<file path="src/rtl/complex_mult_pipe_if.sv">
// Streaming bus for complex_mult_pipe: operand handshake in, scaled result handshake out,
// plus the sticky-overflow status and its clear.
interface complex_mult_pipe_if #(
  parameter int WIDTH = 16
);
  logic                    in_valid;
  logic                    in_ready;
  logic signed [WIDTH-1:0] a_re;
  logic signed [WIDTH-1:0] a_im;
  logic signed [WIDTH-1:0] b_re;
  logic signed [WIDTH-1:0] b_im;
  logic                    conj_b;
  logic                    out_valid;
  logic                    out_ready;
  logic signed [WIDTH-1:0] m_re;
  logic signed [WIDTH-1:0] m_im;
  logic                    ovf;
  logic                    ovf_sticky;
  logic                    clr;

  modport master (
    output in_valid, a_re, a_im, b_re, b_im, conj_b, out_ready, clr,
    input  in_ready, out_valid, m_re, m_im, ovf, ovf_sticky
  );

  modport slave (
    input  in_valid, a_re, a_im, b_re, b_im, conj_b, out_ready, clr,
    output in_ready, out_valid, m_re, m_im, ovf, ovf_sticky
  );
endinterface

</file>
<file path="src/rtl/complex_mult_pipe.sv">
// Three-stage complex multiplier (a*b or a*conj(b)) with rounding, arithmetic shift,
// optional saturation and per-sample / sticky overflow flags. All stages stall together.
module complex_mult_pipe #(
  parameter int WIDTH = 16,
  parameter int SHIFT = 9,
  parameter int ROUND = 1,
  parameter int SAT   = 1
) (
  input logic            clock,
  input logic            reset_n,
  complex_mult_pipe_if.slave bus
);
  localparam int PRW = 2 * WIDTH;
  localparam int PW  = 2 * WIDTH + 2;

  localparam logic signed [PW-1:0] MAX_V = {{(PW-WIDTH+1){1'b0}}, {(WIDTH-1){1'b1}}};
  localparam logic signed [PW-1:0] MIN_V = {{(PW-WIDTH+1){1'b1}}, {(WIDTH-1){1'b0}}};
  localparam logic signed [PW-1:0] RND_V =
    (ROUND != 0 && SHIFT > 0) ? (PW'(1) << ((SHIFT > 0) ? SHIFT - 1 : 0)) : {PW{1'b0}};

  function automatic logic signed [PW-1:0] scale(input logic signed [PW-1:0] v);
    return (v + RND_V) >>> SHIFT;
  endfunction

  function automatic logic out_of_range(input logic signed [PW-1:0] v);
    return (v > MAX_V) || (v < MIN_V);
  endfunction

  function automatic logic signed [WIDTH-1:0] saturate(input logic signed [PW-1:0] v);
    if (SAT != 0 && v > MAX_V) return MAX_V[WIDTH-1:0];
    if (SAT != 0 && v < MIN_V) return MIN_V[WIDTH-1:0];
    return v[WIDTH-1:0];
  endfunction

  logic                    advance;
  logic                    vld_p0, vld_p1, vld_p2;
  logic signed [WIDTH-1:0] ar_p0, ai_p0, br_p0, bi_p0;
  logic                    conj_p0;
  logic signed [PRW-1:0]   rr_p1, ii_p1, ri_p1, ir_p1;
  logic                    conj_p1;
  logic signed [WIDTH-1:0] re_p2, im_p2;
  logic                    ovf_p2;
  logic                    sticky;
  logic signed [PW-1:0]    re_full, im_full, re_sc, im_sc;

  assign advance        = !vld_p2 || bus.out_ready;
  assign bus.in_ready   = advance;
  assign bus.out_valid  = vld_p2;
  assign bus.m_re       = re_p2;
  assign bus.m_im       = im_p2;
  assign bus.ovf        = ovf_p2;
  assign bus.ovf_sticky = sticky;

  always_ff @(posedge clock or negedge reset_n) begin
    if (!reset_n) begin
      vld_p0 <= 1'b0;
      vld_p1 <= 1'b0;
      vld_p2 <= 1'b0;
    end else if (advance) begin
      vld_p0 <= bus.in_valid;
      vld_p1 <= vld_p0;
      vld_p2 <= vld_p1;
    end
  end

  // Stage 0 -> 1: operand capture, then the four partial products
  always_ff @(posedge clock) begin
    if (advance) begin
      ar_p0   <= bus.a_re;
      ai_p0   <= bus.a_im;
      br_p0   <= bus.b_re;
      bi_p0   <= bus.b_im;
      conj_p0 <= bus.conj_b;
      rr_p1   <= PRW'(ar_p0) * PRW'(br_p0);
      ii_p1   <= PRW'(ai_p0) * PRW'(bi_p0);
      ri_p1   <= PRW'(ar_p0) * PRW'(bi_p0);
      ir_p1   <= PRW'(ai_p0) * PRW'(br_p0);
      conj_p1 <= conj_p0;
    end
  end

  // Stage 2: combine at full precision, then round/shift/saturate into the output register
  always_comb begin
    if (conj_p1) begin
      re_full = PW'(rr_p1) + PW'(ii_p1);
      im_full = PW'(ir_p1) - PW'(ri_p1);
    end else begin
      re_full = PW'(rr_p1) - PW'(ii_p1);
      im_full = PW'(ri_p1) + PW'(ir_p1);
    end
    re_sc = scale(re_full);
    im_sc = scale(im_full);
  end

  always_ff @(posedge clock or negedge reset_n) begin
    if (!reset_n) begin
      re_p2  <= '0;
      im_p2  <= '0;
      ovf_p2 <= 1'b0;
    end else if (advance) begin
      re_p2  <= saturate(re_sc);
      im_p2  <= saturate(im_sc);
      ovf_p2 <= out_of_range(re_sc) || out_of_range(im_sc);
    end
  end

  // clr wins over a same-cycle overflowing transfer
  always_ff @(posedge clock or negedge reset_n) begin
    if (!reset_n)                              sticky <= 1'b0;
    else if (bus.clr)                          sticky <= 1'b0;
    else if (vld_p2 && bus.out_ready && ovf_p2) sticky <= 1'b1;
  end
endmodule

</file>
<file path="src/flat_wrapper.sv">
// flat-port wrapper written by rule: the top's interface ports become plain ports
module complex_mult_pipe_flat 
#(
  parameter int WIDTH = 16,
  parameter int SHIFT = 9,
  parameter int ROUND = 1,
  parameter int SAT   = 1
)
  (clock, reset_n, bus_in_valid, bus_a_re, bus_a_im, bus_b_re, bus_b_im, bus_conj_b, bus_out_ready, bus_clr, bus_in_ready, bus_out_valid, bus_m_re, bus_m_im, bus_ovf, bus_ovf_sticky);
  complex_mult_pipe_if #(.WIDTH(WIDTH)) bus_i ();
  input logic clock;
  input logic reset_n;
  input wire logic [$bits(bus_i.in_valid)-1:0] bus_in_valid;
  input wire logic [$bits(bus_i.a_re)-1:0] bus_a_re;
  input wire logic [$bits(bus_i.a_im)-1:0] bus_a_im;
  input wire logic [$bits(bus_i.b_re)-1:0] bus_b_re;
  input wire logic [$bits(bus_i.b_im)-1:0] bus_b_im;
  input wire logic [$bits(bus_i.conj_b)-1:0] bus_conj_b;
  input wire logic [$bits(bus_i.out_ready)-1:0] bus_out_ready;
  input wire logic [$bits(bus_i.clr)-1:0] bus_clr;
  output wire logic [$bits(bus_i.in_ready)-1:0] bus_in_ready;
  output wire logic [$bits(bus_i.out_valid)-1:0] bus_out_valid;
  output wire logic [$bits(bus_i.m_re)-1:0] bus_m_re;
  output wire logic [$bits(bus_i.m_im)-1:0] bus_m_im;
  output wire logic [$bits(bus_i.ovf)-1:0] bus_ovf;
  output wire logic [$bits(bus_i.ovf_sticky)-1:0] bus_ovf_sticky;
  assign bus_i.in_valid = bus_in_valid;
  assign bus_i.a_re = bus_a_re;
  assign bus_i.a_im = bus_a_im;
  assign bus_i.b_re = bus_b_re;
  assign bus_i.b_im = bus_b_im;
  assign bus_i.conj_b = bus_conj_b;
  assign bus_i.out_ready = bus_out_ready;
  assign bus_i.clr = bus_clr;
  assign bus_in_ready = bus_i.in_ready;
  assign bus_out_valid = bus_i.out_valid;
  assign bus_m_re = bus_i.m_re;
  assign bus_m_im = bus_i.m_im;
  assign bus_ovf = bus_i.ovf;
  assign bus_ovf_sticky = bus_i.ovf_sticky;
  complex_mult_pipe #(.WIDTH(WIDTH), .SHIFT(SHIFT), .ROUND(ROUND), .SAT(SAT)) u_core (.clock(clock), .reset_n(reset_n), .bus(bus_i));
endmodule
</file>
<file path="config.mk">
export PLATFORM = sky130hd
export DESIGN_NAME = complex_mult_pipe_flat
export DESIGN_NICKNAME = d
export VERILOG_FILES = /design/src/rtl/complex_mult_pipe_if.sv /design/src/rtl/complex_mult_pipe.sv /design/src/flat_wrapper.sv
export SDC_FILE = /design/constraint.sdc
export NUM_CORES = 2
export LEC_CHECK = 0
export ABC_AREA = 1
export CORE_MARGIN = 2
export CORE_UTILIZATION = 30
export CTS_CLUSTER_DIAMETER = 150
export DETAILED_ROUTE_END_ITERATION = 8
export GPL_ROUTABILITY_DRIVEN = 0
export GPL_TIMING_DRIVEN = 0
export SLEW_MARGIN = 20
export SYNTH_ARGS = -nofsm -noshare
export SYNTH_HDL_FRONTEND = slang
export SYNTH_SLANG_ARGS = --single-unit
</file>
<file path="constraint.sdc">
create_clock -name clock -period 7.98 [get_ports clock]
set_input_delay 1.995 -clock clock [delete_from_list [all_inputs] [get_ports clock]]
set_output_delay 1.995 -clock clock [all_outputs]
set_load 0.1 [all_outputs]
</file>
==> impl_metrics.csv <==
group,metric,value,unit
floorplanning,fp.coreArea,183300,um2
clocking,numCtsBuffers,31,
floorplanning,dieArea,188100,um2
clocking,cts_tree,"done",
worst_setup_path,r2r_start,"u_core.br_p0[11]",
clocking,clock_latency,0.69,ns
finish,drive_gt1_frac,0.03943,
timing,setup_violations,0,
global_routing,antenna_found_initial,15,
hold_path,worstHoldPathCells,0,
logic_synthesis,synth_cell_types,60,
logic_synthesis,synth_area_per_cell,7.932,um2
finish,area_growth,9.874,%
outcome,status,"finished, final reports clean",
worst_setup_path,critical_path_class,"flop to flop",
worst_setup_path,critPathBufInv,5,
worst_setup_path,worstPathMaxFanout,11,
global_routing,grt_pass1_wl,270000,um
timing,worstMarginPinSlew,1.267,ns
logic_synthesis,ys_ff_latch,231,
worst_setup_path,startpoint_type,"flop",
logic_synthesis,yosys.area.top_type,"fa_1",
place,post-place-cells,9555,
timing,fin_crit,7.976,ns
logic_synthesis,synth_edf_count,194,
logic_synthesis,yosysMostFrequentCell,"inv_1",
logic_synthesis,synth_compound_area_frac,0.03497,
hold_path,holdPathEnd,"u_core.conj_p1",
worst_setup_path,cpPeakStageDelay,0.91,ns
global_routing,grt_max_degree,81,
drt,routed-via-count,44830,
worst_setup_path,r2r-end,"u_core.rr_p1[26]",
finish,final_nets,8642,
global_routing,grt_use_total,0.1914,
finish,fin_util,0.3320,
place,dpl.hpwl,148800,um
clocking,clk_pin_slew,0.06,ns
logic_synthesis,synthTopCellsByCount,"1926 x inv_1, 1914 x nand2_1, 1048 x fa_1",
timing,finalHoldWorstSlack,0.4245,ns
logic_synthesis,yosys.area_share.xor_xnor,0.03714,
clocking,cts_root_buf,"clkbuf_16",
drt,firstDrtPassIters,7,
hold_path,hold_start,"u_core.conj_p0",
timing,fin_worst_skew,0.04728,ns
worst_setup_path,cp-end-kind,"flop",
logic_synthesis,synth_nets,8496,
worst_setup_path,crit_top_cell,"fa_1",
job,maxCapViolations,0,
place,io_buffers,105,
drt,drtIter0Drc,4441,
floorplanning,die_h,433.7,um
logic_synthesis,synthTopCellsByArea,"fa_1 38%, inv_1 13%, nand2_1 13%",
logic_synthesis,synth_top_flop_cell,"edfxtp_1",
drt,wl_per_cell,18.41,um
drt,route.detailed.drc,0,
drt,ant_nets,0,
timing,fin_crit_sh,0.9995,
logic_synthesis,synth_top_family_by_area,"adder cells",
drt,vias_per_cell,4.661,
floorplanning,io_pins,106,
finish,fin_area,60860,um2
worst_setup_path,r2r_slack,0.004,ns
finish,final_cells,9619,
drt,totalWireLength,177000,um
worst_setup_path,worstPathArrival,8.33,ns
logic_synthesis,yosysTopAreaCellShare,0.3788,
clocking,clock_sinks,231,
worst_setup_path,worstPathRequired,8.33,ns
logic_synthesis,synth_seq_area_share,0.1219,
worst_setup_path,path_cells,"clkbuf_1, nand2_1, fa_1, fa_1, inv_1, fa_1, inv_1, fa_1, fa_1, inv_1, fa_1, ha_1, nand2_1, nor2_1, inv_1, o21bai_1, a21boi_1, o21ai_0, a21oi_1, o21ai_1, xor2_1",
logic_synthesis,netlist_area,55390,um2
timing,fmax,0.1254,GHz
timing,final_max_slew_viol_count,0,
place,place_area,59600,um2
logic_synthesis,synth.area.mux_share,0,
logic_synthesis,async_reset_ff_frac,0.1602,
timing,relSlewSlack,0.1555,
clocking,max-clock-path-buffers,3,
logic_synthesis,yosysWarnings,0,
worst_setup_path,r2r_cells,21,
global_routing,grt_pass1_vias,45286,
timing,hold_viol,0,
floorplanning,die-width,433.7,um
hold_path,worstHoldPathType,"flop to flop",
worst_setup_path,crit_slowest_cell,"clkbuf_1",
floorplanning,start_util,0.3022,
logic_synthesis,yosys.area_share.simple,0.1899,
logic_synthesis,synth-adder-area-share,0.4680,
floorplanning,rows,157,
global_routing,overflow,0,
timing,rsz0062_at_grt,"true",
logic_synthesis,syn_inst,6983,
clocking,postCtsHoldBufs,0,
clocking,cts-htree-levels,1,
worst_setup_path,cpLargestDelayFamily,"adder cells",
## worst reg2reg max path, stage by stage (launching register included)
cell      delay (ns)
edfxtp_1        0.73
clkbuf_1        0.92
nand2_1         0.20
fa_1            0.55
fa_1            0.55
inv_1           0.05
fa_1            0.49
inv_1           0.06
fa_1            0.46
fa_1            0.49
inv_1           0.05
fa_1            0.43
ha_1            0.37
nand2_1         0.14
nor2_1          0.11
inv_1           0.05
o21bai_1        0.26
a21boi_1        0.19
o21ai_0         0.47
a21oi_1         0.22
o21ai_1         0.25
xor2_1          0.61
## area by class of cell
class | count | area [um2]
fillers | 19324 | 122400
multi-input cells | 4580 | 40500
inverters | 1965 | 7376
flip-flops and latches | 231 | 6751
well taps | 2464 | 3083
repair buffers | 113 | 1196
plain buffers | 207 | 910.9
clock buffers | 31 | 775.7
clock inverters | 25 | 257.7
diodes | 3 | 7.507
## metrics by stage
step	setup TNS, ns	setup WS, ns
2_1_floorplan	0	1.991
3_3_place_gp	-1.654	-0.9671
3_5_place_dp	-1.114	-0.8153
4_1_cts	0	0.007304
5_1_grt	-0.01426	-0.01347
6_report	0	0.004103
## sequential cells by signal, summed over array words and instances, names as in the netlist, 16 cells and up
name,flops
u_core.rr_p1,32
u_core.bus.m_re,16
u_core.ii_p1,32
u_core.ar_p0,16
u_core.ai_p0,16
u_core.ir_p1,32
u_core.bi_p0,16
u_core.ri_p1,32
u_core.br_p0,16
u_core.bus.m_im,16
## how the worst max path moves through the flow
stage | cells past startpoint | start | endpoint | slack, ns
final | 21 | u_core.br_p0[11] | u_core.rr_p1[26] | 0.004
after global routing | 22 | u_core.br_p0[6] | u_core.rr_p1[29] | -0.01
after CTS | 22 | u_core.bi_p0[3] | u_core.ri_p1[30] | 0.007
after detailed placement | 22 | u_core.bi_p0[2] | u_core.ri_p1[30] | -0.82
after global placement | 22 | u_core.bi_p0[2] | u_core.ri_p1[30] | -0.97
after floorplan | 25 | u_core.br_p0[1] | u_core.rr_p1[29] | 1.99
## layout by cell type (no fill, tap or decap), types with 6 or more instances in the layout
| cell | synthesis | routed |
|---|---|---|
| clkdlybuf4s50_1 | 0 | 104 |
| xnor2_1 | 69 | 68 |
| nand2_2 | 54 | 54 |
| and2_1 | 9 | 9 |
| a21oi_1 | 180 | 180 |
| nand3_1 | 148 | 148 |
| clkbuf_16 | 0 | 31 |
| clkinv_2 | 0 | 6 |
| edfxtp_1 | 194 | 194 |
| a31oi_1 | 9 | 9 |
| clkinv_1 | 7 | 10 |
| dfrtp_1 | 37 | 37 |
| fa_1 | 1048 | 1048 |
| nor4_1 | 10 | 10 |
| a21oi_2 | 14 | 14 |
| nor3_1 | 31 | 31 |
| nand4_1 | 47 | 47 |
| o21bai_1 | 8 | 8 |
| nor2_1 | 267 | 267 |
| inv_1 | 1926 | 1926 |
| nor2_2 | 22 | 22 |
| o211ai_1 | 7 | 7 |
| nand2_1 | 1914 | 1914 |
| nor2_4 | 13 | 13 |
| xor2_1 | 164 | 159 |
| clkbuf_1 | 198 | 159 |
| o21ai_1 | 12 | 12 |
| inv_2 | 32 | 32 |
| or2_2 | 9 | 9 |
| nand3_2 | 14 | 14 |
| clkbuf_2 | 0 | 32 |
| o21ai_0 | 81 | 81 |
| ha_1 | 395 | 395 |
## cells by family (layout without fill, tap and decap cells)
family | Yosys count | in the layout
AOI/OAI and AO/OA | 344 | 344
xor gates and xnor gates | 234 | 234
adders and majority gates | 1443 | 1443
buffers and inverters | 2172 | 2341
DFF | 231 | 231
other | 0 | 3
and+or+nand+nor | 2559 | 2559
## layer usage
metal  global-route usage  share of wire  vias up
met5                    0        0.00014        -
met2               0.2842           0.42     2051
li1                     -              -    20510
met1               0.2655           0.42    21986
met3              0.05063           0.11      279
met4              0.07220          0.048        4
## repair_timing
item                                    in CTS  in global routing
pin swaps                                    0                  1
buffers inserted                             2                  3
resized for setup                           14                 58
endpoints found under the setup margin       5                 10
endpoints found under the hold margin        0                  0
Power is left out: the tool's default activity adds up to more than one toggle a clock period on the data nets, which glitch-free logic cannot reach.
